**src/rtl/opb_cram_arbiter.sv**
```systemverilog
// rtl/opb_cram_arbiter.sv - round-robin two-port arbiter onto a single OPB CRAM controller port
`timescale 1ns/1ps
module opb_cram_arbiter #(
    parameter int unsigned TIMEOUT = 255
) (
    input  logic        OPB_Clk,
    input  logic        OPB_Rst,
    input  logic        a_req,
    input  logic        a_rnw,
    input  logic        a_32bit,
    input  logic [23:0] a_addr,
    input  logic [3:0]  a_be,
    input  logic [31:0] a_wdata,
    output logic        a_ack,
    output logic        a_err,
    output logic [31:0] a_rdata,
    input  logic        b_req,
    input  logic        b_rnw,
    input  logic        b_32bit,
    input  logic [23:0] b_addr,
    input  logic [3:0]  b_be,
    input  logic [31:0] b_wdata,
    output logic        b_ack,
    output logic        b_err,
    output logic [31:0] b_rdata,
    output logic [23:0] OPB_ABus,
    output logic [3:0]  OPB_BE,
    output logic [31:0] OPB_DBus,
    output logic        OPB_32Bit,
    output logic        OPB_RNW,
    output logic        OPB_select,
    input  logic [31:0] Sln_DBus,
    input  logic        Sln_xferAck
);
    localparam int CW = $clog2(TIMEOUT + 2);
    localparam logic [CW-1:0] TMO = CW'(TIMEOUT);

    typedef enum logic [1:0] {IDLE, XFER, DONE} state_t;

    state_t        state;
    state_t        state_nxt;
    logic          last_b;
    logic          cur_b;
    logic          grant_b;
    logic          start;
    logic          finish;
    logic          expired;
    logic [CW-1:0] wdog;

    always_ff @(posedge OPB_Clk or posedge OPB_Rst) begin
        if (OPB_Rst) state <= IDLE;
        else         state <= state_nxt;
    end

    always_comb begin
        state_nxt = state;
        start     = 1'b0;
        finish    = 1'b0;
        expired   = 1'b0;
        grant_b   = 1'b0;
        unique case (state)
            IDLE: begin
                if (a_req || b_req) begin
                    start     = 1'b1;
                    // on a tie the port that did not win last time goes next
                    grant_b   = b_req && (!a_req || !last_b);
                    state_nxt = XFER;
                end
            end
            XFER: begin
                if (Sln_xferAck) begin
                    finish    = 1'b1;
                    state_nxt = DONE;
                end else if (TIMEOUT != 0 && wdog == TMO) begin
                    finish    = 1'b1;
                    expired   = 1'b1;
                    state_nxt = DONE;
                end
            end
            DONE:    state_nxt = IDLE;
            default: state_nxt = IDLE;
        endcase
    end

    always_ff @(posedge OPB_Clk or posedge OPB_Rst) begin
        if (OPB_Rst) begin
            last_b     <= 1'b1;
            cur_b      <= 1'b0;
            wdog       <= '0;
            a_ack      <= 1'b0;
            a_err      <= 1'b0;
            a_rdata    <= '0;
            b_ack      <= 1'b0;
            b_err      <= 1'b0;
            b_rdata    <= '0;
            OPB_ABus   <= '0;
            OPB_BE     <= '0;
            OPB_DBus   <= '0;
            OPB_32Bit  <= 1'b0;
            OPB_RNW    <= 1'b0;
            OPB_select <= 1'b0;
        end else begin
            a_ack <= 1'b0;
            a_err <= 1'b0;
            b_ack <= 1'b0;
            b_err <= 1'b0;
            if (start) begin
                cur_b      <= grant_b;
                OPB_ABus   <= grant_b ? b_addr  : a_addr;
                OPB_BE     <= grant_b ? b_be    : a_be;
                OPB_DBus   <= grant_b ? b_wdata : a_wdata;
                OPB_32Bit  <= grant_b ? b_32bit : a_32bit;
                OPB_RNW    <= grant_b ? b_rnw   : a_rnw;
                OPB_select <= 1'b1;
                wdog       <= '0;
            end
            if (state == XFER && TIMEOUT != 0) wdog <= wdog + CW'(1);
            if (finish) begin
                OPB_select <= 1'b0;
                last_b     <= cur_b;
                a_ack      <= !cur_b;
                b_ack      <= cur_b;
                a_err      <= expired && !cur_b;
                b_err      <= expired && cur_b;
                if (expired) begin
                    if (cur_b) b_rdata <= '0;
                    else       a_rdata <= '0;
                end else if (OPB_RNW) begin
                    if (cur_b) b_rdata <= Sln_DBus;
                    else       a_rdata <= Sln_DBus;
                end
            end
        end
    end
endmodule

```
**config.mk**
```make
export PLATFORM = sky130hd
export DESIGN_NAME = opb_cram_arbiter
export DESIGN_NICKNAME = d
export VERILOG_FILES = /design/src/rtl/opb_cram_arbiter.sv
export SDC_FILE = /design/constraint.sdc
export NUM_CORES = 1
export LEC_CHECK = 0
export BUFFER_PORTS_ARGS = -buffer_cell sky130_fd_sc_hd__buf_2
export CORE_UTILIZATION = 43
export DETAILED_ROUTE_END_ITERATION = 10
export PLACE_DENSITY = 0.8
export RECOVER_POWER = 25
export SYNTH_ARGS = -nofsm -noshare
export SYNTH_HDL_FRONTEND = slang
export SYNTH_SLANG_ARGS = --single-unit
```
**constraint.sdc**
```tcl
create_clock -name OPB_Clk -period 14.9 [get_ports OPB_Clk]
set_input_delay 2.98 -clock OPB_Clk [delete_from_list [all_inputs] [get_ports OPB_Clk]]
set_output_delay 2.98 -clock OPB_Clk [all_outputs]
set_load 0.01 [all_outputs]
```
; ---- Word level (Yosys, flattened, before mapping)
; Index checks and enable logic that the tools add are counted.
[totals]
regBits = 144
elab_cells = 71
inputBits = 161
[op_classes]
n_reduce_logical = 15
eq_ne = 4
n_bitwise = 1
addsub = 1
mux = 34
[ops]
columns = cell, n
row1 = 32-bit 2-to-1 mux, 9
row2 = 24-bit 2-to-1 mux, 1
row3 = 9-bit 2-to-1 mux, 2
row4 = 1-bit 2-to-1 mux, 17
row5 = "9-bit by 1-bit adder with 9-bit output, second input constant", 1
row6 = "9-bit by 8-bit equality test with 1-bit output, second input constant", 1
row7 = 2-bit 2-to-1 mux, 3
row8 = 3-bit AND reduction, 2
row9 = 2-bit nonzero test, 3
row10 = 4-bit 2-to-1 mux, 1
row11 = 2-bit one-hot mux with 2 select lines, 1
row12 = 1-bit logical AND, 3
row13 = 1-bit logical NOT, 3
row14 = "3-bit != test, second input constant", 1
row15 = "2-bit by 1-bit equality test with 1-bit output, second input constant", 1
row16 = 2-bit logical NOT, 1
row17 = 1-bit logical OR, 2
row18 = "2-bit != test, second input constant", 1
row19 = 2-bit AND reduction, 1
row20 = 1-bit NOT, 1

; ---- Depth between registers and ports, before layout
[logic_depth]
word_depth = 6
mapped_depth = 9

; ---- Worst setup path before layout
; OpenSTA, ideal clock, no wires.
[synth_timing]
kind = input-to-reg
from = input b_req
to = register OPB_32Bit
setup_time_ns = 0.126
path_slack_ns = 10.808
cell_stages = 4
arrival_ns = 3.966
path_buffers = 2
path_cell_list = clkbuf_1 > nand3_2 > clkbuf_1 > a221o_1
[synth_via]
elab_chain_cells = 4
elab_cells_between_ends = 7
cone_classes = mux (5) / reduce/logical (2)
[synth_rtl]
columns = element, line_no
row1 = "start, declared", 17  ; input logic b_req,
row2 = 1-bit logical AND / 1-bit logical OR (equally long branches), "66, 63"
row3 = 1-bit 2-to-1 mux, 63  ; if (a_req || b_req) begin
row4 = 1-bit 2-to-1 mux, 61  ; unique case (state)
row5 = 1-bit 2-to-1 mux, 112  ; OPB_32Bit <= grant_b ? b_32bit : a_32bit;
row6 = "end signal, assigned", 112
row7 = "end, declared", 29  ; output logic OPB_32Bit,
; Parallel ways exist; a longest one is shown, timed or not.
; A chain may end at the register's enable or synchronous reset.

; ---- Worst setup path in the final report
[layout_timing]
from = input b_req
to = register OPB_ABus[0]
[layout_via]
elab_chain_cells = 4
elab_cells_between_ends = 7
cone_classes = mux (5) / reduce/logical (2)
[layout_rtl]
columns = element, line_no
row1 = 1-bit logical AND / 1-bit logical OR (equally long branches), "66, 63"
row2 = 1-bit 2-to-1 mux, 63
row3 = 1-bit 2-to-1 mux, 61
row4 = 24-bit 2-to-1 mux, 109  ; OPB_ABus <= grant_b ? b_addr : a_addr;
row5 = "end signal, assigned", 109
row6 = "end, declared", 26  ; output logic [23:0] OPB_ABus,
; Parallel ways exist; a longest one is shown, timed or not.

==> results.json <==
{
  "hp-class": "reg -> reg",
  "max-slew-margin-rel_pct": -107.1,
  "die_w_um": 129.5,
  "die_h_um": 129.5,
  "vias": 5931,
  "synth_edf_count": 0,
  "portBuffers": 291,
  "syn_area_um2": 6987,
  "critPathMaxFanout": 65,
  "crit_path_max_incr_delay_ns": 1.65,
  "syn_inst": 612,
  "multi_input_area_um2": 2804,
  "grt_first_pass_wirelength_um": 29880,
  "grt_usage_pct": 23.26,
  "clockBufferDepth": 2,
  "period_share_pct": 42.52,
  "rsz0062_at_grt": "no",
  "grt_start_max_net_pins": 75,
  "synth_area_per_cell_um2": 11.42,
  "power.density_nw_per_um2": 205.2,
  "slew_violations": 173,
  "seqCellArea_um2": 3605,
  "setup_tns_ns": 0,
  "gp_congestion": 0.7743,
  "max_freq_mhz": 157.8,
  "overflow": 0,
  "numCtsBuffers": 17,
  "cpMaxStageDelayCell": "clkbuf_1",
  "crit_chain": "buf_2 > clkbuf_1 > nor2_1 > buf_4 > nor3b_1 > a221o_1",
  "grt_pass1_vias": 5807,
  "yosysTopAreaCell": "dfrtp_1",
  "cp.arrival_ns": 6.69,
  "finClkSkew_ns": 0.008188,
  "core_area_um2": 15890,
  "cts.repair.resized": 0,
  "finalSetupViolCount": 0,
  "crit_type": "in -> reg",
  "boundaryPins": 292,
  "post-route-min-period_ns": 6.335,
  "postCtsHoldBufs": 0,
  "clock_latency_ns": 0.41,
  "syn_nets": 775,
  "ys_warn_count": 0,
  "via_per_inst": 5.372,
  "area_delta_synth_final_pct": 29.73,
  "status": "finished, violations left",
  "drive_gt1_share_pct": 37.13,
  "initial_core_util_pct": 43.98,
  "ys_ff_latch": 144,
  "drc_errors": 0,
  "async_reset_ff_share_pct": 100.0,
  "synth_area_leaders": "dfrtp_1 (51%), mux2i_1 (9.9%), a221o_1 (8.9%)",
  "cp-start-kind": "input port",
  "drv_cap": 3,
  "ys_seq_area_share_pct": 51.59,
  "hold_ws_ns": 0.4602,
  "std_cell_rows": 46,
  "drtIter0Drc": 292,
  "yosys.area.top_type_share_pct": 51.22,
  "ant_nets": 0,
  "tightest_slew_ns": 3.089,
  "num-fill-cells": 1395,
  "antenna_found_initial": 0,
  "crit_required_ns": 15.25,
  "wl_um": 19420,
  "synthDistinctLibCells": 39,
  "synth_most_common_cell": "dfrtp_1",
  "dieArea_um2": 16760,
  "hpwlAfterDp_um": 13020,
  "p_leak_nw": 4.444,
  "synthTopCellsByCount": "dfrtp_1 (143), inv_1 (70), mux2i_1 (69)",
  "h-tree-depth": 4,
  "peakVddDrop_v": 0.0001032,
  "hold_violations": 0,
  "post_drt_wl_per_cell_um": 17.59,
  "drt-pass1-iter-count": 4,
  "cts_setup_buffers": 0,
  "clock-sinks": 144,
  "cts_tree": "built",
  "cts.reportedPaths.clkPinSlew_ns": 0.06,
  "clock-root-buffer": "clkbuf_16",
  "synth_ff_type": "dfrtp_1",
  "nets": 1037,
  "violations": "max-capacitance violations, max-slew violations",
  "cp-end-kind": "flop"
}
## state kept, by name, indices dropped and copies added, names as in the netlist, 2 cells and up
name,cells
OPB_BE,4
OPB_DBus,32
b_rdata,32
state,2
OPB_ABus,24
wdog,9
a_rdata,32
## through the flow
step	cells	area, µm²	total power, mW	utilization, %	setup slack [ns]
CTS	1102	9096	1.883	57.26	10.36
floorplan	612	6987	1.158	-	8.055
global placement	1071	8496	1.425	53.48	9.974
finish	1104	9064	1.860	57.06	8.565
global route	1102	9059	1.986	57.03	8.152
detailed placement	1071	8496	1.448	53.48	9.904
## worst paths after layout
kind | start | end | slack [ns] | depth (start not counted)
max | b_req | OPB_ABus[0] | 8.56 | 6
max in group asynchronous | OPB_Rst | OPB_DBus[29] | 9.48 | 3
min reg2reg | wdog[5] | wdog[5] | 0.46 | 1
min | wdog[5] | wdog[5] | 0.46 | 1
min in group asynchronous | OPB_Rst | a_rdata[24] | 3.45 | 2
max reg2reg | wdog[0] | b_rdata[30] | 11.86 | 8
## critical path: cells and delay by family
family                 cells  cell delay (ns)
buffers and inverters      3             2.29
AO/OA/AOI/OAI              1             0.18
AND/OR/NAND/NOR            2             1.19
## power breakdown
part | leakage (nW) | switching [mW] | total (mW) | internal [mW]
sequential | 1.67 | 0.114 | 0.691 | 0.577
combinational | 2.48 | 0.419 | 0.744 | 0.325
clock | 0.290 | 0.157 | 0.425 | 0.267
total | 4.44 | 0.691 | 1.86 | 1.17
## kinds of logic after synthesis
kind of cell | Yosys count | synth area share (%)
simple gates | 186 | 18.97
fa+ha+maj | 2 | 0.3581
flops | 144 | 51.59
compound gates | 81 | 10.60
buf+inv | 129 | 8.435
mux | 70 | 10.05
## layout by cell type (no fill, tap or decap), types with 3 or more instances in the layout
cell type / instances
clkbuf_1: 15
a221o_1: 62
o21ai_0: 8
buf_4: 9
nand2_1: 38
inv_1: 69
buf_2: 278
nor3b_1: 63
and4_1: 62
clkbuf_8: 5
clkbuf_16: 17
mux2i_1: 69
nand4_1: 3
clkinvlp_4: 3
dfrtp_1: 143
nor2_1: 7
clkinv_2: 3
## cell type report
type                            count  share of cell area, %
Clock buffer                       22                  5.453
Inverter                           70                  2.913
Timing Repair Buffer              302                  16.72
Tap cell                          216                  2.982
Sequential cell                   144                  39.77
Antenna cell                        2                0.05522
Multi-Input combinational cell    339                  30.94
Clock inverter                      9                  1.173
## routing by layer
metal  track usage, %  up-vias  part of all wire (%)
met5                0        -                     0
met4            9.371        0                   2.2
met3            7.886       33                   8.9
met2            38.58      255                    48
met1            27.79     2877                    41
li1                 -     2766                     -
No activity file was read; power rests on OpenSTA's default activity.
